==> src/rtl/nibble_stream_packer.sv <==
// nibble_stream_packer
// Packs NUM consecutive W-bit chunks, received over a valid/ready handshake,
// into one W*NUM-bit word held in a registered valid/ready output stage.
// A flush request emits the current partial word, zero-padded, together
// with any chunk accepted in the same cycle. Empty words are never emitted.
module nibble_stream_packer #(
    parameter int unsigned W         = 4,
    parameter int unsigned NUM       = 2,
    parameter bit          MSB_FIRST = 1'b1
) (
    input  logic                       clk,
    input  logic                       rst,
    input  logic [W-1:0]               in_data,
    input  logic                       in_valid,
    output logic                       in_ready,
    input  logic                       flush,
    output logic [W*NUM-1:0]           out_data,
    output logic [$clog2(NUM+1)-1:0]   out_count,
    output logic                       out_valid,
    input  logic                       out_ready
);

    localparam int unsigned CW = $clog2(NUM + 1);
    localparam int unsigned DW = W * NUM;
    localparam logic [CW-1:0] LAST_IDX = CW'(NUM - 1);

    // Accumulator and fill counter for the word being assembled
    logic [DW-1:0] acc_q, acc_d;
    logic [CW-1:0] cnt_q, cnt_d;

    // Output register
    logic [DW-1:0] out_data_q, out_data_d;
    logic [CW-1:0] out_count_q, out_count_d;
    logic          out_valid_q, out_valid_d;

    // Handshake / control terms
    logic          slot_free;
    logic          last_chunk;
    logic          in_ready_w;
    logic          accept;
    logic          flush_fire;
    logic          load;
    logic [DW-1:0] chunk_word;
    logic [DW-1:0] merged;

    // Handshake decode: only the final chunk of a word waits for the output slot
    always_comb begin
        slot_free  = !out_valid_q || out_ready;
        last_chunk = (cnt_q == LAST_IDX);
        in_ready_w = !last_chunk || slot_free;
        accept     = in_valid && in_ready_w;
        flush_fire = flush && slot_free && ((cnt_q != '0) || accept);
        load       = (accept && last_chunk) || flush_fire;
    end

    // Place the incoming chunk at the position selected by the fill counter
    always_comb begin
        chunk_word = '0;
        for (int unsigned k = 0; k < NUM; k++) begin
            if (cnt_q == CW'(k)) begin
                if (MSB_FIRST) begin
                    chunk_word[W*(NUM-1-k) +: W] = in_data;
                end else begin
                    chunk_word[W*k +: W] = in_data;
                end
            end
        end
        merged = acc_q | (accept ? chunk_word : '0);
    end

    // Next-state: load a full or flushed word, otherwise accumulate and drain
    always_comb begin
        acc_d       = acc_q;
        cnt_d       = cnt_q;
        out_data_d  = out_data_q;
        out_count_d = out_count_q;
        out_valid_d = out_valid_q;

        if (load) begin
            // A load always coincides with a free slot, so it may overwrite
            // a word being consumed this same cycle (back-to-back output).
            out_data_d  = merged;
            out_count_d = cnt_q + CW'(accept);
            out_valid_d = 1'b1;
            acc_d       = '0;
            cnt_d       = '0;
        end else begin
            if (accept) begin
                acc_d = merged;
                cnt_d = cnt_q + CW'(1);
            end
            if (out_valid_q && out_ready) begin
                out_valid_d = 1'b0;
            end
        end
    end

    // State registers with synchronous, dominant reset
    always_ff @(posedge clk) begin
        if (rst) begin
            acc_q       <= '0;
            cnt_q       <= '0;
            out_data_q  <= '0;
            out_count_q <= '0;
            out_valid_q <= 1'b0;
        end else begin
            acc_q       <= acc_d;
            cnt_q       <= cnt_d;
            out_data_q  <= out_data_d;
            out_count_q <= out_count_d;
            out_valid_q <= out_valid_d;
        end
    end

    assign in_ready  = in_ready_w;
    assign out_data  = out_data_q;
    assign out_count = out_count_q;
    assign out_valid = out_valid_q;

endmodule

==> config.mk <==
export PLATFORM = sky130hd
export DESIGN_NAME = nibble_stream_packer
export DESIGN_NICKNAME = d
export VERILOG_FILES = /design/src/rtl/nibble_stream_packer.sv
export SDC_FILE = /design/constraint.sdc
export NUM_CORES = 1
export LEC_CHECK = 0
export ABC_AREA = 1
export CORE_MARGIN = 1.5
export CORE_UTILIZATION = 40
export CTS_BUF_LIST = sky130_fd_sc_hd__clkbuf_16
export CTS_CLUSTER_SIZE = 24
export DETAILED_ROUTE_END_ITERATION = 7
export PLACE_DENSITY = 0.65
export SKIP_CTS_REPAIR_TIMING = 1
export SYNTH_ARGS = -nofsm -noshare
export SYNTH_HDL_FRONTEND = slang
export SYNTH_SLANG_ARGS = --single-unit
==> constraint.sdc <==
create_clock -name clk -period 3.36 [get_ports clk]
set_input_delay 0.336 -clock clk [delete_from_list [all_inputs] [get_ports clk]]
set_output_delay 0.336 -clock clk [all_outputs]
set_load 0.05 [all_outputs]
==> results of run 1 <==
-- kinds of logic (layout without fill, tap and decap cells) --
group | Yosys count | after routing
buf+inv | 35 | 57
compound gates | 13 | 13
flops | 21 | 21
simple gates | 63 | 63
fa+ha+maj | 3 | 3
xor+xnor | 1 | 1
-- power by group through the flow --
stage / Combinational (mW) / Clock, mW / Sequential [mW]
floorplan: 0.0744 / 0 / 0.328
global placement: 0.165 / 0 / 0.282
detailed placement: 0.167 / 0 / 0.283
CTS: 0.168 / 0.248 / 0.278
global route: 0.186 / 0.259 / 0.280
finish: 0.167 / 0.243 / 0.278
-- per-layer routing --
metal / GRT usage / vias to the layer above / share of wire
li1: - / 441 / -
met1: 0.1833 / 361 / 0.48
met2: 0.2896 / 22 / 0.47
met3: 0.01714 / 4 / 0.043
met4: 0.08120 / 0 / 0.0092
met5: 0 / - / 0
-- cell usage in the layout (no fill, tap or decap), drive strengths merged, types with 3 or more instances in the layout --
master	n
clkbuf	3
inv	34
nand3	3
nor2	26
a21oi	5
dfxtp	21
ha	3
nand2	33
o21ai	8
clkdlybuf4s50	20
-- area by class of cell --
| class | count | area [um2] |
|---|---|---|
| fillers | 231 | 984.7 |
| flip-flops and latches | 21 | 420.4 |
| multi-input cells | 80 | 411.6 |
| repair buffers | 20 | 200.2 |
| inverters | 33 | 123.9 |
| clock buffers | 3 | 75.07 |
| well taps | 28 | 35.03 |
| clock inverters | 1 | 3.754 |
-- worst min-delay path: stages, from the launching register on --
cell     delay, ns
dfxtp_1       0.32
a21oi_1       0.04
nor2_1        0.08
-- registers in the layout, summed over array words and instances (netlist names) --
name / flops
acc_q: 8
out_data: 8
cnt_q: 2
out_count: 2
out_valid: 1
-- worst max path at each step --
stage          depth (start not counted)           end      start
6_report                               4      in_ready   cnt_q[1]
5_1_grt                                4      in_ready   cnt_q[1]
4_1_cts                                4      in_ready   cnt_q[1]
3_5_place_dp                           4      in_ready  out_ready
3_3_place_gp                           4      in_ready  out_ready
2_1_floorplan                          7  out_count[0]  out_valid
==> impl_metrics.env, run 1 <==
export IMPL_status="complete, no violations"
export IMPL_core_area_um2=2255
export IMPL_dr_pass1_iters=4
export IMPL_antenna_found_initial=0
export IMPL_crit_path_end_kind="primary output"
export IMPL_yosysSeqAreaShare=0.4324
export IMPL_stdcell_count=186
export IMPL_htreeDepth=1
export IMPL_die_w_um=52.30
export IMPL_syn_area_um2=972.2
export IMPL_grt_max_degree=19
export IMPL_yosys_area_top_type="dfxtp_1"
export IMPL_fin_area_um2=1270
export IMPL_cap_violations=0
export IMPL_crit_buf_inv=2
export IMPL_grt_pass1_vias=826
export IMPL_die_y_um=52.30
export IMPL_finalHoldViolCount=0
export IMPL_cts_root_buf="clkbuf_16"
export IMPL_hold_end="out_count[0]"
export IMPL_setup_slack_ns=1.193
export IMPL_post_place_ws_ns=1.286
export IMPL_drive_gt1_frac=0.07595
export IMPL_ys_warn_count=0
export IMPL_ff2ff_setup_slack_ns=1.73
export IMPL_drt_iter0_markers=10
export IMPL_p_seq_frac=0.404
export IMPL_synth_top_family_by_area="simple AND/OR/NAND/NOR gates"
export IMPL_cts_max_path_buffers=2
export IMPL_hpwl_um=1306
export IMPL_synth_compound_area_frac=0.06692
export IMPL_rsz0062_at_grt="false"
export IMPL_synthCells=136
export IMPL_power_frac_comb=0.243
export IMPL_internal_power_mw=0.4854
export IMPL_min_from="out_count[0]"
export IMPL_ys_types=16
export IMPL_syn2layout_area_growth_pct=30.63
export IMPL_setup_viol=0
export IMPL_fin_skew_ns=0.0007895
export IMPL_wire_per_inst_um=9.968
export IMPL_grt_overflow=0
export IMPL_power_frac_clock=0.354
export IMPL_vias=828
export IMPL_placedCellCount=182
export IMPL_critical_path_top_delay_family="buffers and inverters"
export IMPL_drv_slew=0
export IMPL_viasPerCell=4.452
export IMPL_synth_adder_area_share=0.03861
export IMPL_clkSlewWorstSetupHoldPaths_ns=0.06
export IMPL_crit_path_max_fanout=3
export IMPL_grt_usage=0.1601
export IMPL_cts_made_buffers=3
export IMPL_crit_path_start_kind="flip-flop"
export IMPL_drc=0
export IMPL_min_path_type="reg -> reg"
export IMPL_critPathArrivalTime_ns=1.83
export IMPL_period_share=0.6451
export IMPL_fin_tns_setup_ns=0
export IMPL_timing_final_crit_period_ns=2.167
export IMPL_synthDominantCellAreaShare=0.4324
export IMPL_grt_pass1_wl_um=3236
export IMPL_hold_slack_ns=0.4853
export IMPL_relSlewSlack=0.6675
export IMPL_required_ns=3.02
export IMPL_p_total_mw=0.6883
export IMPL_synth_mux_area_frac=0
export IMPL_tritoncts="built"
export IMPL_ir_worst_vdd_mv=0.2706
export IMPL_portBuffers=20
export IMPL_synth_simple_area_share=0.3089
export IMPL_synth_most_common_cell="inv_1"
export IMPL_synth_edf_count=0
export IMPL_ios=21
export IMPL_crit_path_cell_trace="inv_1 -> ha_1 -> nand3_2 -> clkdlybuf4s50_1"
export IMPL_worstReg2RegEnd="out_count[1]"
export IMPL_ys_top_cells_by_count="inv_1 (33), nand2_1 (26), nor2_1 (26)"
export IMPL_dieArea_um2=2735
export IMPL_final_core_util=0.5633
export IMPL_synth_ff_type="dfxtp_1"
export IMPL_leakage_nw=0.5759
export IMPL_ant_nets=0
export IMPL_cts_sinks=21
export IMPL_synth_xor_area_frac=0.009009
export IMPL_rows=17
export IMPL_synth_avg_cell_area_um2=7.148
export IMPL_synth_area_leaders="dfxtp_1 (43%), inv_1 (13%), nand2_1 (10%)"
export IMPL_synth_ff_latch_count=21
export IMPL_cpPeakStageDelay_ns=0.81
export IMPL_fmaxAchievable_mhz=461.4
export IMPL_synth_nets=148
export IMPL_worst_r2r_cell_count=10
export IMPL_r2r_start="cnt_q[1]"
export IMPL_clock_latency_ns=0.25
export IMPL_power_switching_mw=0.2028
export IMPL_swShare=0.2947
export IMPL_tightestPinTransition_ns=0.4972
export IMPL_dpl_instance_area_um2=1191
export IMPL_antenna_cells=0
export IMPL_totalWireLength_um=1854
export IMPL_cellPowerDensity_nw_per_um2=542.0
export IMPL_cp_slowest_cell="clkdlybuf4s50_1"
export IMPL_start_util=0.4312
export IMPL_min_path_cells=2
export IMPL_place_gp_congestion=0.7122
export IMPL_final_nets=171
export IMPL_synthArstFlopShare=0
export IMPL_critPathKind="reg -> out"
Note: power is estimated with default switching activity, not from simulation.
==> inputs of run 2 (changes only) <==
==> constraint.sdc (replaced) <==
create_clock -name clk -period 2.2 [get_ports clk]
set_input_delay 0.22 -clock clk [delete_from_list [all_inputs] [get_ports clk]]
set_output_delay 0.22 -clock clk [all_outputs]
set_load 0.05 [all_outputs]
==> run 2 against run 1 <==
  * Core utilization fell by 0.11 points
  * Worst setup slack worse by 0.68 ns
  * Sequential cell count stayed put
  * Routed wire length barely moved
==> impl_metrics.env, run 2 (synthesis results as in run 1) <==
export IMPL_crit_path_start_kind="flip-flop"
export IMPL_min_path_cells=2
export IMPL_cap_violations=0
export IMPL_startpoint="out_valid"
export IMPL_crit_path_end_kind="primary output"
export IMPL_hold_end="out_count[0]"
export IMPL_tritoncts="built"
export IMPL_antenna_found_initial=0
export IMPL_dr_pass1_iters=4
export IMPL_critical_path_top_delay_family="buffers and inverters"
export IMPL_r2r_start="cnt_q[1]"
export IMPL_required_ns=1.98
export IMPL_cellPowerDensity_nw_per_um2=833.7
export IMPL_post_place_ws_ns=0.5372
export IMPL_relSlewSlack=0.6568
export IMPL_drc=0
export IMPL_portBuffers=20
export IMPL_place_gp_congestion=0.8319
export IMPL_cts_made_buffers=3
export IMPL_vias=811
export IMPL_antenna_cells=0
export IMPL_setup_slack_ns=0.5145
export IMPL_ios=21
export IMPL_crit_path_cell_trace="clkdlybuf4s50_1"
export IMPL_syn2layout_area_growth_pct=30.37
export IMPL_cts_sinks=21
export IMPL_cpPeakStageDelay_ns=0.83
export IMPL_rows=17
export IMPL_cts_max_path_buffers=2
export IMPL_worst_r2r_cell_count=10
export IMPL_drive_gt1_frac=0.08228
export IMPL_cts_root_buf="clkbuf_16"
export IMPL_final_core_util=0.5622
export IMPL_ir_worst_vdd_mv=0.5527
export IMPL_p_total_mw=1.057
export IMPL_fin_skew_ns=0.003427
export IMPL_setup_viol=0
export IMPL_clock_latency_ns=0.25
export IMPL_ff2ff_setup_slack_ns=0.58
export IMPL_drv_slew=0
export IMPL_leakage_nw=0.5757
export IMPL_htreeDepth=1
export IMPL_status="complete, no violations"
export IMPL_timing_final_crit_period_ns=1.685
export IMPL_final_cell_mix="inv_1 (34), nand2_1 (26), nor2_1 (26)"
export IMPL_wire_per_inst_um=9.962
export IMPL_start_util=0.4312
export IMPL_crit_path_max_fanout=3
export IMPL_min_from="out_count[0]"
export IMPL_fmaxAchievable_mhz=593.3
export IMPL_grt_pass1_wl_um=3325
export IMPL_final_common_cell="inv_1"
export IMPL_grt_pass1_vias=795
export IMPL_fin_area_um2=1267
export IMPL_core_area_um2=2255
export IMPL_min_path_type="reg -> reg"
export IMPL_crit_buf_inv=1
export IMPL_dieArea_um2=2735
export IMPL_die_y_um=52.30
export IMPL_critPathArrivalTime_ns=1.47
export IMPL_final_nets=171
export IMPL_grt_overflow=0
export IMPL_viasPerCell=4.360
export IMPL_finalHoldViolCount=0
export IMPL_drt_iter0_markers=9
export IMPL_worstReg2RegEnd="out_count[1]"
export IMPL_ant_nets=0
export IMPL_clkSlewWorstSetupHoldPaths_ns=0.05
export IMPL_period_share=0.7661
export IMPL_totalWireLength_um=1853
export IMPL_grt_max_degree=19
export IMPL_die_w_um=52.30
export IMPL_cp_slowest_cell="clkdlybuf4s50_1"
export IMPL_dpl_instance_area_um2=1189
export IMPL_hpwl_um=1391
export IMPL_grt_usage=0.1669
export IMPL_tightestPinTransition_ns=0.5131
export IMPL_rsz0062_at_grt="false"
export IMPL_fin_tns_setup_ns=0
export IMPL_critPathKind="reg -> out"
==> run 2: cell types whose count changed in the layout (fill, tap and decap cells not counted), sizes merged <==
cell,previous run,this run
clkdlybuf4s50,20,19
buf,0,1
==> run 2: area by class of cell <==
class,count,area (um2)
well taps,28,35.03
clock buffers,3,75.07
multi-input cells,80,411.6
clock inverters,1,3.754
fillers,241,987.2
repair buffers,20,197.7
flip-flops and latches,21,420.4
inverters,33,123.9
==> run 2: power by group <==
part / leakage, nW / total [mW] / internal (mW) / switching [mW]
Sequential: 0.172 / 0.425 / 0.410 / 0.0148
Clock: 0.0423 / 0.378 / 0.242 / 0.136
Combinational: 0.361 / 0.254 / 0.0898 / 0.165
Total: 0.576 / 1.06 / 0.742 / 0.315
==> run 2: through the flow <==
step | std cells | hold slack, ns
2_1_floorplan | 136 | 0.2891
3_3_place_gp | 182 | 0.4789
3_5_place_dp | 182 | 0.4877
4_1_cts | 186 | 0.5025
5_1_grt | 186 | 0.5422
6_report | 186 | 0.5004
==> run 2: how the worst max path moves through the flow <==
stage                   endpoint  slack (ns)  cells after the start
floorplan           out_count[0]        0.23                      7
global placement    out_count[1]        0.55                     10
detailed placement  out_count[1]        0.54                     10
CTS                    out_valid        0.51                      1
global route        out_count[1]        0.44                     10
finish                 out_valid        0.51                      1
==> run 2: routing by layer <==
| metal | track usage | vias up | wire, um |
|---|---|---|---|
| met1 | 0.2000 | 347 | 873 |
| li1 | - | 439 | - |
| met5 | 0 | - | 0 |
| met4 | 0.05128 | 0 | 19 |
| met3 | 0.06000 | 4 | 111 |
| met2 | 0.2771 | 21 | 849 |
==> inputs of run 3 (changes only) <==
==> constraint.sdc (replaced) <==
create_clock -name clk -period 1.6 [get_ports clk]
set_input_delay 0.16 -clock clk [delete_from_list [all_inputs] [get_ports clk]]
set_output_delay 0.16 -clock clk [all_outputs]
set_load 0.05 [all_outputs]
==> run 3 against run 2 <==
  * Sequential share of layout area shrank 0.95 points
  * Largest cell class is now multi-input combinational cells
  * Largest power group unchanged
  * Critical path depth grew 5
  * Total power grew 37%
  * Clock-buffer cell count is the same
==> impl_metrics.env, run 3 (synthesis results as in run 1) <==
export IMPL_critPathArrivalTime_ns=1.62
export IMPL_final_common_cell="inv_1"
export IMPL_place_gp_congestion=0.7888
export IMPL_viasPerCell=4.351
export IMPL_vias=831
export IMPL_fin_tns_setup_ns=0
export IMPL_tightestPinTransition_ns=0.2902
export IMPL_power_frac_clock=0.351
export IMPL_antenna_cells=0
export IMPL_die_w_um=52.30
export IMPL_worst_r2r_cell_count=6
export IMPL_internal_power_mw=1.022
export IMPL_required_ns=1.77
export IMPL_ir_worst_vdd_mv=0.6338
export IMPL_ant_nets=0
export IMPL_portBuffers=20
export IMPL_fin_area_um2=1313
export IMPL_crit_path_end_kind="flip-flop"
export IMPL_die_y_um=52.30
export IMPL_nFillCells=220
export IMPL_cellPowerDensity_nw_per_um2=1106
export IMPL_htreeDepth=1
export IMPL_drv_slew=0
export IMPL_crit_path_start_kind="flip-flop"
export IMPL_min_path_cells=2
export IMPL_critPathKind="reg -> reg"
export IMPL_setup_viol=0
export IMPL_cap_violations=0
export IMPL_rsz0062_at_grt="false"
export IMPL_cts_root_buf="clkbuf_16"
export IMPL_leakage_nw=0.6259
export IMPL_syn2layout_area_growth_pct=35.01
export IMPL_fmaxAchievable_mhz=686.5
export IMPL_worstReg2RegEnd="cnt_q[0]"
export IMPL_rows=17
export IMPL_p_seq_frac=0.404
export IMPL_dpl_instance_area_um2=1232
export IMPL_final_nets=176
export IMPL_tritoncts="built"
export IMPL_final_cell_mix="inv_1 (33), nand2_1 (26), nor2_1 (26)"
export IMPL_clkSlewWorstSetupHoldPaths_ns=0.05
export IMPL_cp_slowest_cell="dfxtp_2"
export IMPL_p_total_mw=1.452
export IMPL_clock_latency_ns=0.25
export IMPL_hpwl_um=1298
export IMPL_crit_path_cell_trace="inv_1 -> ha_1 -> nand2_4 -> nand2_8 -> nand2_2 -> a21oi_1"
export IMPL_min_path_type="in -> reg"
export IMPL_cts_max_path_buffers=2
export IMPL_core_area_um2=2255
export IMPL_ios=21
export IMPL_grt_pass1_wl_um=3201
export IMPL_crit_path_max_fanout=18
export IMPL_timing_final_crit_period_ns=1.457
export IMPL_period_share=0.9104
export IMPL_antenna_found_initial=0
export IMPL_status="complete, no violations"
export IMPL_finalHoldViolCount=0
export IMPL_drt_iter0_markers=18
export IMPL_wire_per_inst_um=9.466
export IMPL_start_util=0.4312
export IMPL_power_switching_mw=0.4297
export IMPL_cpPeakStageDelay_ns=0.35
export IMPL_relSlewSlack=0.8065
export IMPL_fin_skew_ns=0.001567
export IMPL_dr_pass1_iters=4
export IMPL_grt_overflow=0
export IMPL_drc=0
export IMPL_totalWireLength_um=1808
export IMPL_dieArea_um2=2735
export IMPL_grt_usage=0.1591
export IMPL_cts_made_buffers=3
export IMPL_ff2ff_setup_slack_ns=0.14
export IMPL_drive_gt1_frac=0.2025
export IMPL_swShare=0.2959
export IMPL_r2r_start="cnt_q[0]"
export IMPL_power_frac_comb=0.245
export IMPL_min_from="rst"
export IMPL_hold_end="out_valid"
export IMPL_cts_sinks=21
export IMPL_grt_pass1_vias=735
export IMPL_grt_max_degree=19
==> run 3: changes by cell type in the layout (fill, tap and decap cells not counted), sizes merged <==
| cell | previous run | this run |
|---|---|---|
| buf | 1 | 17 |
| clkdlybuf4s50 | 19 | 8 |
==> run 3: metrics by stage <==
stage                     cells  utilization  setup slack (ns)  hold slack (ns)
after floorplan             136            -          0.004484           0.2217
after global placement      187       0.5466           0.05775           0.4660
after detailed placement    187       0.5466           0.02444           0.4718
after CTS                   191       0.5816           0.08298           0.4738
after global routing        191       0.5821           0.02920           0.4831
final                       191       0.5821            0.1433           0.4702
==> run 3: final cells by class <==
class,count,area [um2],share of cell area
clock buffers,3,75.07,0.05720
clock inverters,1,3.754,0.002860
inverters,33,123.9,0.09438
multi-input cells,80,431.7,0.3289
flip-flops and latches,21,422.9,0.3222
well taps,28,35.03,0.02669
repair buffers,25,220.2,0.1678
==> run 3: worst max-delay path by stage <==
stage,start,end,cells past startpoint
after floorplan,out_valid,out_count[0],7
after global placement,out_ready,out_count[0],9
after detailed placement,out_ready,out_count[1],10
after CTS,cnt_q[0],out_count[1],9
after global routing,cnt_q[1],out_count[1],10
final,cnt_q[0],cnt_q[0],6
==> run 3: routing by layer <==
metal  global-route usage  routed length [um]  vias up
met2               0.2688                 832       26
met4              0.07692                  16        0
li1                     -                   -      450
met5                    0                   0        -
met1               0.1926                 834      351
met3              0.02857                 125        4
==> run 3: worst max-delay path, delay by kind of cell (launching register included) <==
| kind | cells | cell delay, ns |
|---|---|---|
| AO/OA/AOI/OAI | 1 | 0.18 |
| AND/OR/NAND/NOR | 3 | 0.43 |
| flip-flops | 1 | 0.35 |
| buffers and inverters | 1 | 0.09 |
| adder cells (fa/ha/maj) | 1 | 0.32 |
==> run 3: power groups by stage <==
| stage | sequential, mW | combinational, mW | clock, mW |
|---|---|---|---|
| after floorplan | 0.692 | 0.160 | 0 |
| after global placement | 0.595 | 0.353 | 0 |
| after detailed placement | 0.597 | 0.356 | 0 |
| after CTS | 0.587 | 0.360 | 0.521 |
| after global routing | 0.591 | 0.394 | 0.548 |
| final | 0.587 | 0.356 | 0.509 |
